**src/rtl/ppu_line_packer_pkg.sv**
```systemverilog
// Shared video definitions for the Game Boy PPU to VGA path: line geometry,
// packer state encoding and palette shade helper.
package gb_video_pkg;

  localparam int LINE_WIDTH    = 160;
  localparam int VISIBLE_LINES = 144;

  // DMG power-on palette: colour index n maps to shade n.
  localparam logic [7:0] DMG_DEFAULT_PALETTE = 8'hE4;

  typedef enum logic [1:0] {
    IDLE   = 2'd0,
    FILL   = 2'd1,
    COMMIT = 2'd2
  } lineState_t;

  function automatic logic [1:0] paletteShade(input logic [7:0] palette,
                                              input logic [1:0] colorIdx);
    return palette[{colorIdx, 1'b0} +: 2];
  endfunction

endpackage

```
**src/rtl/ppu_line_packer_if.sv**
```systemverilog
// Pixel stream in / published line buffers out. The PPU side is the master,
// the packer is the slave.
interface ppu_line_packer_if #(
  parameter int LINE_WIDTH = gb_video_pkg::LINE_WIDTH
);
  logic                  lcdEnable;
  logic                  lineStart;
  logic [7:0]            LYIn;
  logic [7:0]            BGP;
  logic                  pixelValid;
  logic [1:0]            pixelColor;
  logic [LINE_WIDTH-1:0] LineBuffer0;
  logic [LINE_WIDTH-1:0] LineBuffer1;
  logic [7:0]            LY;
  logic                  updateBufferSignal;
  logic                  lineError;

  modport master (
    output lcdEnable, lineStart, LYIn, BGP, pixelValid, pixelColor,
    input  LineBuffer0, LineBuffer1, LY, updateBufferSignal, lineError
  );

  modport slave (
    input  lcdEnable, lineStart, LYIn, BGP, pixelValid, pixelColor,
    output LineBuffer0, LineBuffer1, LY, updateBufferSignal, lineError
  );
endinterface

```
**src/rtl/bgp_shade_lookup.sv**
```systemverilog
// Combinational palette lookup: colour index to 2-bit shade. Shared by the
// background path and, later, the two object palettes.
module bgp_shade_lookup
  import gb_video_pkg::*;
(
  input  logic [7:0] palette,
  input  logic [1:0] colorIdx,
  output logic [1:0] shade
);

  assign shade = paletteShade(palette, colorIdx);

endmodule

```
**src/rtl/ppu_line_packer.sv**
```systemverilog
// Collects one scanline of palette-mapped pixels into shadow planes and
// publishes both planes plus LY atomically in a single COMMIT cycle.
module ppu_line_packer
  import gb_video_pkg::*;
#(
  parameter int LINE_WIDTH    = gb_video_pkg::LINE_WIDTH,
  parameter int VISIBLE_LINES = gb_video_pkg::VISIBLE_LINES
) (
  input  logic               pixelClk,
  input  logic               reset,
  ppu_line_packer_if.slave   bus
);

  localparam logic [7:0] VISIBLE_LIMIT = 8'(VISIBLE_LINES);
  localparam logic [7:0] LAST_X        = 8'(LINE_WIDTH - 1);

  lineState_t            stateReg, stateNext;
  logic [7:0]            xReg;
  logic [7:0]            lyLatchReg;
  logic [7:0]            bgpLatchReg;
  logic [LINE_WIDTH-1:0] shadow0Reg, shadow1Reg;
  logic [LINE_WIDTH-1:0] lineBuf0Reg, lineBuf1Reg;
  logic [7:0]            lyOutReg;
  logic                  updateReg;
  logic                  lineErrorReg;
  logic                  committedReg;

  logic                  lineAccept;
  logic                  latchEn;
  logic                  pixelWe;
  logic                  commitEn;
  logic                  errorSet;
  logic [1:0]            shade;
  logic [LINE_WIDTH-1:0] colSel;

  assign lineAccept = bus.lineStart && bus.lcdEnable && (bus.LYIn < VISIBLE_LIMIT);

  bgp_shade_lookup shadeLookup (
    .palette  (bgpLatchReg),
    .colorIdx (bus.pixelColor),
    .shade    (shade)
  );

  // One-hot column strobe for the shadow write.
  for (genvar gi = 0; gi < LINE_WIDTH; gi++) begin : gen_col_sel
    assign colSel[gi] = pixelWe && (xReg == 8'(gi));
  end

  always_ff @(posedge pixelClk) begin
    if (reset) begin
      stateReg <= IDLE;
    end else begin
      stateReg <= stateNext;
    end
  end

  always_comb begin
    stateNext = stateReg;
    if (!bus.lcdEnable) begin
      stateNext = IDLE;
    end else begin
      case (stateReg)
        IDLE: begin
          if (lineAccept) stateNext = FILL;
        end
        FILL: begin
          if (bus.lineStart) begin
            stateNext = lineAccept ? FILL : IDLE;
          end else if (bus.pixelValid && (xReg == LAST_X)) begin
            stateNext = COMMIT;
          end
        end
        COMMIT: begin
          stateNext = lineAccept ? FILL : IDLE;
        end
        default: stateNext = IDLE;
      endcase
    end
  end

  // lineStart always beats a coincident pixel, so pixelWe is only raised
  // when no new line is being announced.
  always_comb begin
    latchEn  = 1'b0;
    pixelWe  = 1'b0;
    commitEn = 1'b0;
    errorSet = 1'b0;
    if (bus.lcdEnable) begin
      case (stateReg)
        IDLE: begin
          latchEn  = lineAccept;
          errorSet = bus.pixelValid && !bus.lineStart && committedReg;
        end
        FILL: begin
          if (bus.lineStart) begin
            latchEn  = lineAccept;
            errorSet = 1'b1;
          end else begin
            pixelWe = bus.pixelValid;
          end
        end
        COMMIT: begin
          commitEn = 1'b1;
          latchEn  = lineAccept;
        end
        default: ;
      endcase
    end
  end

  always_ff @(posedge pixelClk) begin
    if (reset) begin
      xReg         <= '0;
      lyLatchReg   <= '0;
      bgpLatchReg  <= '0;
      shadow0Reg   <= '0;
      shadow1Reg   <= '0;
      lineBuf0Reg  <= '0;
      lineBuf1Reg  <= '0;
      lyOutReg     <= '0;
      updateReg    <= 1'b0;
      lineErrorReg <= 1'b0;
      committedReg <= 1'b0;
    end else begin
      if (latchEn) begin
        lyLatchReg  <= bus.LYIn;
        bgpLatchReg <= bus.BGP;
        xReg        <= '0;
      end else if (pixelWe) begin
        xReg <= (xReg == LAST_X) ? 8'd0 : xReg + 8'd1;
      end

      shadow0Reg <= (shadow0Reg & ~colSel) | ({LINE_WIDTH{shade[0]}} & colSel);
      shadow1Reg <= (shadow1Reg & ~colSel) | ({LINE_WIDTH{shade[1]}} & colSel);

      if (commitEn) begin
        lineBuf0Reg <= shadow0Reg;
        lineBuf1Reg <= shadow1Reg;
        lyOutReg    <= lyLatchReg;
      end

      if (!bus.lcdEnable) begin
        updateReg <= 1'b0;
      end else if (commitEn) begin
        updateReg <= 1'b1;
      end

      if (errorSet) lineErrorReg <= 1'b1;

      // Overrun window: from a commit until the next lineStart of any kind.
      if (bus.lineStart) begin
        committedReg <= 1'b0;
      end else if (commitEn) begin
        committedReg <= 1'b1;
      end
    end
  end

  assign bus.LineBuffer0        = lineBuf0Reg;
  assign bus.LineBuffer1        = lineBuf1Reg;
  assign bus.LY                 = lyOutReg;
  assign bus.updateBufferSignal = updateReg;
  assign bus.lineError          = lineErrorReg;

endmodule

```
**src/flat_wrapper.sv**
```systemverilog
// flat-port wrapper written by rule: the top's interface ports become plain ports
module ppu_line_packer_flat import gb_video_pkg::*;
#(
  parameter int LINE_WIDTH    = gb_video_pkg::LINE_WIDTH,
  parameter int VISIBLE_LINES = gb_video_pkg::VISIBLE_LINES
)
  (pixelClk, reset, bus_lcdEnable, bus_lineStart, bus_LYIn, bus_BGP, bus_pixelValid, bus_pixelColor, bus_LineBuffer0, bus_LineBuffer1, bus_LY, bus_updateBufferSignal, bus_lineError);
  ppu_line_packer_if #(.LINE_WIDTH(LINE_WIDTH)) bus_i ();
  input  logic pixelClk;
  input  logic reset;
  input wire logic [$bits(bus_i.lcdEnable)-1:0] bus_lcdEnable;
  input wire logic [$bits(bus_i.lineStart)-1:0] bus_lineStart;
  input wire logic [$bits(bus_i.LYIn)-1:0] bus_LYIn;
  input wire logic [$bits(bus_i.BGP)-1:0] bus_BGP;
  input wire logic [$bits(bus_i.pixelValid)-1:0] bus_pixelValid;
  input wire logic [$bits(bus_i.pixelColor)-1:0] bus_pixelColor;
  output wire logic [$bits(bus_i.LineBuffer0)-1:0] bus_LineBuffer0;
  output wire logic [$bits(bus_i.LineBuffer1)-1:0] bus_LineBuffer1;
  output wire logic [$bits(bus_i.LY)-1:0] bus_LY;
  output wire logic [$bits(bus_i.updateBufferSignal)-1:0] bus_updateBufferSignal;
  output wire logic [$bits(bus_i.lineError)-1:0] bus_lineError;
  assign bus_i.lcdEnable = bus_lcdEnable;
  assign bus_i.lineStart = bus_lineStart;
  assign bus_i.LYIn = bus_LYIn;
  assign bus_i.BGP = bus_BGP;
  assign bus_i.pixelValid = bus_pixelValid;
  assign bus_i.pixelColor = bus_pixelColor;
  assign bus_LineBuffer0 = bus_i.LineBuffer0;
  assign bus_LineBuffer1 = bus_i.LineBuffer1;
  assign bus_LY = bus_i.LY;
  assign bus_updateBufferSignal = bus_i.updateBufferSignal;
  assign bus_lineError = bus_i.lineError;
  ppu_line_packer #(.LINE_WIDTH(LINE_WIDTH), .VISIBLE_LINES(VISIBLE_LINES)) u_core (.pixelClk(pixelClk), .reset(reset), .bus(bus_i));
endmodule
```
**config.mk**
```make
export PLATFORM = sky130hd
export DESIGN_NAME = ppu_line_packer_flat
export DESIGN_NICKNAME = d
export VERILOG_FILES = /design/src/rtl/ppu_line_packer_pkg.sv /design/src/rtl/ppu_line_packer_if.sv /design/src/rtl/bgp_shade_lookup.sv /design/src/rtl/ppu_line_packer.sv /design/src/flat_wrapper.sv
export SDC_FILE = /design/constraint.sdc
export NUM_CORES = 1
export LEC_CHECK = 0
export CAP_MARGIN = 20
export CORE_MARGIN = 1
export CORE_UTILIZATION = 46
export CTS_CLUSTER_DIAMETER = 200
export DETAILED_ROUTE_END_ITERATION = 8
export PLACE_DENSITY = 0.69
export SYNTH_ARGS = -nofsm -noshare
export SYNTH_HDL_FRONTEND = slang
export SYNTH_SLANG_ARGS = --single-unit
```
**constraint.sdc**
```tcl
create_clock -name pixelClk -period 5.5 [get_ports pixelClk]
set_input_delay 0.825 -clock pixelClk [delete_from_list [all_inputs] [get_ports pixelClk]]
set_output_delay 0.825 -clock pixelClk [all_outputs]
set_load 0.02 [all_outputs]
```
==> results of run 1 <==
-- layout make-up --
cell class | instances | area [sq um] | area share, %
multi-input cells | 1920 | 11900 | 36.4
well taps | 756 | 946 | 2.88
repair buffers | 381 | 3880 | 11.8
clock inverters | 26 | 359 | 1.09
flip-flops and latches | 677 | 13600 | 41.3
inverters | 3 | 11.3 | 0.0343
clock buffers | 104 | 2140 | 6.51
-- final timing paths --
kind                                 endpoint  slack, ns
setup / recovery  u_core.bus.LineBuffer1[109]       2.22
hold / removal    u_core.bus.LineBuffer0[124]       0.44
setup reg to reg                     register       2.70
hold reg to reg   u_core.bus.LineBuffer0[124]       0.44
-- per-layer routing --
metal	wire length, um	share of wire (%)	global-route usage (%)	vias to the layer above
met2	35300	49	41.3	544
met1	31100	43	30.4	9983
met5	0	0	0	-
li1	-	-	-	9953
met3	3680	5.1	3.86	107
met4	2420	3.3	10.0	0
-- power by group through the flow --
stage	clock network, mW	registers, mW	logic, mW
after detailed placement	0	5.02	0.187
after CTS	5.14	4.91	0.187
after floorplan	0	5.02	0.129
after global placement	0	5.02	0.181
after global routing	5.35	4.91	0.201
final	5.06	4.91	0.187
-- kinds of logic (layout without fill, tap and decap cells) --
logic type	Yosys count	after routing	share of synthesized area, %
compound gates	335	335	6.35
xor+xnor	6	6	0.198
fa+ha+maj	4	4	0.188
buf+inv	254	514	4.35
flops	677	677	51.0
mux	338	338	12.8
simple gates	1237	1237	25.1
-- cells in the final DEF, fill, tap and decap left out, types with 4 or more instances in the layout --
| cell | n |
|---|---|
| dfxtp_1 | 677 |
| nand2_1 | 662 |
| clkdlybuf4s50_1 | 351 |
| nor2_1 | 348 |
| mux2i_1 | 336 |
| a21oi_1 | 331 |
| nor4_4 | 84 |
| clkbuf_16 | 76 |
| nand4_1 | 69 |
| buf_4 | 18 |
| clkbuf_1 | 15 |
| clkbuf_8 | 13 |
| nor4_2 | 12 |
| clkinv_2 | 12 |
| and3b_1 | 9 |
| nand3b_2 | 8 |
| bufinv_16 | 8 |
| buf_12 | 8 |
| and3_1 | 6 |
| xor2_1 | 5 |
| or3b_1 | 4 |
| nand3_2 | 4 |
| nor3b_1 | 4 |
| nand3_1 | 4 |
| ha_1 | 4 |
-- worst max-delay path: cells and delay by family --
kind	cells	cell delay, ns
buffers and inverters	3	1.78
AOI/OAI and AO/OA	1	0.16
and+or+nand+nor	2	0.86
==> metrics.yaml, run 1 <==
sta:
  relSlewSlack_pct: 27.2
  finClkSkew_ns: 0.0268
  tns_ns: 0
  hold_viol: 0
  fmax_mhz: 305
  slew_violations: 0
  setup_viol: 0
  layout_setup_ws_ns: 2.22
  rsz0062_at_grt: "false"
  whs_ns: 0.444
  fin_crit_ns: 3.28
  tightest_slew_ns: 1.09
  fin_crit_sh_pct: 59.6
floorplanning:
  die_y_um: 242
  fp-row-count: 87
  coreArea_sq_um: 56700
  die_x_um: 242
  io-pin-count: 353
  start_util_pct: 46.9
  dieArea_sq_um: 58700
final_layout:
  layout-drive-gt1-share_pct: 8.49
  final_cells: 3867
  postLayoutCoreUtil_pct: 57.9
  design_area_sq_um: 32800
  fin_nets: 3082
  area_growth_pct: 23.5
  fillers: 4779
  diodes: 0
synth:
  synth_top_area_cell: "dfxtp_1"
  synthTopCellsByArea: "dfxtp_1 (51%), mux2i_1 (13%), nand2_1 (9.4%)"
  seq_area_frac_synth_pct: 51.0
  yosysWarnings: 0
  yosysMostFrequentCell: "dfxtp_1"
  synth_fp_nets: 2878
  async_reset_ff_share_pct: 0
  synth_edf_count: 0
  synth.cells.most_frequent: "dfxtp_1 (677), nand2_1 (663), nor2_1 (348)"
  syn-instance-count: 2851
  yosys.area.top_type_share_pct: 51.0
  ys_seq_elements: 677
  post_synth_num_cell_types: 43
  synth-main-ff-cell: "dfxtp_1"
  avgSynthCellArea_sq_um: 9.32
  netlist_area_sq_um: 26600
setup_path:
  timing.rr.start: "u_core.xReg[2]"
  cp_data_required_time_ns: 6.02
  cp_slowest_cell: "clkdlybuf4s50_1"
  path_class: "primary input to register"
  cp_max_fo: 167
  cp-start-kind: "primary input"
  crit_start: "bus_lcdEnable"
  cp.arrival_ns: 3.79
  endpoint_kind: "register"
  r2r_cells: 4
  cp_slowest_stage_delay_ns: 0.83
  critical_path.cell_chain: "clkdlybuf4s50_1 -> buf_4 -> and2_4 -> buf_12 -> nand2_1 -> a21oi_1"
place:
  dp.final_hpwl_mm: 45.7
  place_inst: 3735
  place_area_sq_um: 30300
  gp_congestion: 0.828
  pre_cts_slack_ns: 1.67
  port_buffers: 352
grt:
  grt_max_degree: 195
  antenna_found_initial: 0
  grt_pass1_wl_mm: 114
  grt-ovfl-total: 0
  grt_pass1_vias: 20200
  grt_use_total_pct: 24.2
drt:
  drc: 0
  postRouteAntennaNets: 0
  routed_wl_mm: 72.6
  wire_per_inst_um: 18.8
  dr.pass1.iters: 7
  drt-initial-drc-count: 1417
  viasPerCell: 5.32
  vias: 20600
hold_path:
  worst_hold_path.num_cells: 2
  hp-class: "register to register"
status:
  status: "finished clean"
clocking:
  clockBufferDepth: 3
  clock_latency_ns: 0.61
  cts_tree: "yes"
  hold_buffers: 0
  numCtsBuffers: 72
  postCtsResizedCells: 0
  htreeDepth: 3
  cts_sinks: 677
  path_clk_slew_ns: 0.06
  postCtsSetupRepairBufs: 0
  cts_root_buffer: "clkbuf_16"
power:
  p_comb_share_pct: 1.8
  p_sw_share_pct: 20.9
  p_per_area_nw_per_um2: 310
  p_clk_share_pct: 49.8
  max-vdd-ir-drop_v: 0.000257
  power_switching_mw: 2.13
  finalPower_mw: 10.2
  pwr-share-seq_pct: 48.3
  leakage_nw: 11.8
  p_int_mw: 8.03
run:
  maxCapViolations: 0
Power figures use the tool's default switching activity.
==> inputs of run 2 (changes only) <==
PLACE_DENSITY = 0.71   (was 0.69)
clock period = 2.8 ns   (was 5.5 ns; I/O delays follow)
==> run 2 against run 1 <==
Effect of this change: worst setup slack worse by 1.9 ns; register-to-register slack worse by 2.4 ns; power is 95% higher; critical path type is now register to register; count of clock-buffer cells in the layout up 1; critical path depth is 1 lower.
==> metrics.yaml, run 2 (same netlist as run 1, synthesis figures left out) <==
status:
  status: "finished clean"
place:
  dp.final_hpwl_mm: 47.9
  pre_cts_slack_ns: 0.228
  port_buffers: 352
  gp_congestion: 0.818
sta:
  fin_crit_sh_pct: 89.8
  hold_viol: 0
  relSlewSlack_pct: 34.3
  fmax_mhz: 398
  slew_violations: 0
  tightest_slew_ns: 0.984
  rsz0062_at_grt: "false"
  whs_ns: 0.228
  fin_crit_ns: 2.52
  layout_setup_ws_ns: 0.285
  finClkSkew_ns: 0.0134
  tns_ns: 0
  setup_viol: 0
final_layout:
  layout-drive-gt1-share_pct: 9.36
  area_growth_pct: 24.9
  diodes: 0
  layout_common_cells: "dfxtp_1 (677), nand2_1 (662), clkdlybuf4s50_1 (351), nor2_1 (348), mux2i_1 (336)"
  fin_nets: 3113
  layout_commonest_cell: "dfxtp_1"
  fillers: 4751
  postLayoutCoreUtil_pct: 58.5
hold_path:
  hp-class: "primary input to register"
  min_from: "reset"
  worst_hold_path.num_cells: 2
power:
  leakage_nw: 12.0
  p_sw_share_pct: 21.0
  p_per_area_nw_per_um2: 597
  pwr-share-seq_pct: 48.6
  max-vdd-ir-drop_v: 0.000450
  p_comb_share_pct: 2.0
  p_int_mw: 15.7
  p_clk_share_pct: 49.4
  power_switching_mw: 4.16
setup_path:
  rrSetupSlack_ns: 0.28
  endpoint_kind: "register"
  r2r_cells: 5
  cp-start-kind: "register"
  cp_max_fo: 9
  cp_data_required_time_ns: 3.27
  cp.arrival_ns: 2.98
  timing.rr.start: "u_core.xReg[1]"
  path_class: "register to register"
floorplanning:
  coreArea_sq_um: 56700
  die_x_um: 242
  io-pin-count: 353
  start_util_pct: 46.9
  fp-row-count: 87
  die_y_um: 242
  dieArea_sq_um: 58700
clocking:
  hold_buffers: 0
  cts_sinks: 677
  numCtsBuffers: 71
  cts_root_buffer: "clkbuf_16"
  cts_tree: "yes"
  clockBufferDepth: 3
  postCtsResizedCells: 0
  path_clk_slew_ns: 0.06
  clock_latency_ns: 0.61
  htreeDepth: 3
  postCtsSetupRepairBufs: 0
grt:
  grt_use_total_pct: 24.3
  grt_pass1_vias: 20300
  grt-ovfl-total: 0
  antenna_found_initial: 1
  grt_max_degree: 114
  grt_pass1_wl_mm: 114
run:
  maxCapViolations: 0
drt:
  wire_per_inst_um: 18.7
  routed_wl_mm: 73.0
  drt-initial-drc-count: 1341
  dr.pass1.iters: 5
  postRouteAntennaNets: 0
  viasPerCell: 5.32
  vias: 20700
  drc: 0
## run 2: how the worst max path moves through the flow
stage	cells past startpoint	to	startpoint	slack, ns
floorplan	6	register	u_core.xReg[0]	0.87
finish	5	register	u_core.xReg[1]	0.28
CTS	5	register	u_core.xReg[0]	0.33
global route	5	register	u_core.xReg[0]	0.24
global placement	7	register	bus_pixelValid	0.30
detailed placement	6	u_core.bus.LineBuffer0[141]	bus_lcdEnable	0.23
## run 2: layout make-up
class / count / area, sq um / share of cell area [%]
Clock buffer: 105 / 2130 / 6.41
Sequential cell: 677 / 13600 / 40.8
Multi-Input combinational cell: 1920 / 11900 / 36.0
Tap cell: 756 / 946 / 2.85
Clock inverter: 23 / 323 / 0.972
Timing Repair Buffer: 413 / 4300 / 12.9
Inverter: 3 / 11.3 / 0.0339
## run 2: power by group through the flow
stage / Sequential (mW) / Combinational (mW) / Clock (mW)
after global routing: 9.64 / 0.419 / 10.4
after detailed placement: 9.86 / 0.392 / 0
after floorplan: 9.86 / 0.254 / 0
after CTS: 9.64 / 0.392 / 9.96
final: 9.65 / 0.390 / 9.80
after global placement: 9.86 / 0.384 / 0
## run 2: worst max-delay path: stages, from the launching register on
cell,delay [ns]
dfxtp_1,0.44
ha_1,0.48
nor3b_1,0.85
nand4_1,0.32
mux2i_1,0.23
nor2_1,0.06
## run 2: per-layer routing
layer	vias to the layer above	routed length, um	GRT usage [%]
met5	-	14	0
met3	127	3900	4.25
met2	568	35500	41.2
li1	10000	-	-
met4	2	2280	9.40
met1	10000	31300	30.6
## run 2: stage by stage
step	instance area [sq um]	cells	power (mW)
floorplan	26600	2851	10.1
global placement	30800	3769	10.2
detailed placement	30800	3769	10.3
CTS	33200	3897	20.0
global route	33200	3897	20.4
finish	33200	3897	19.8
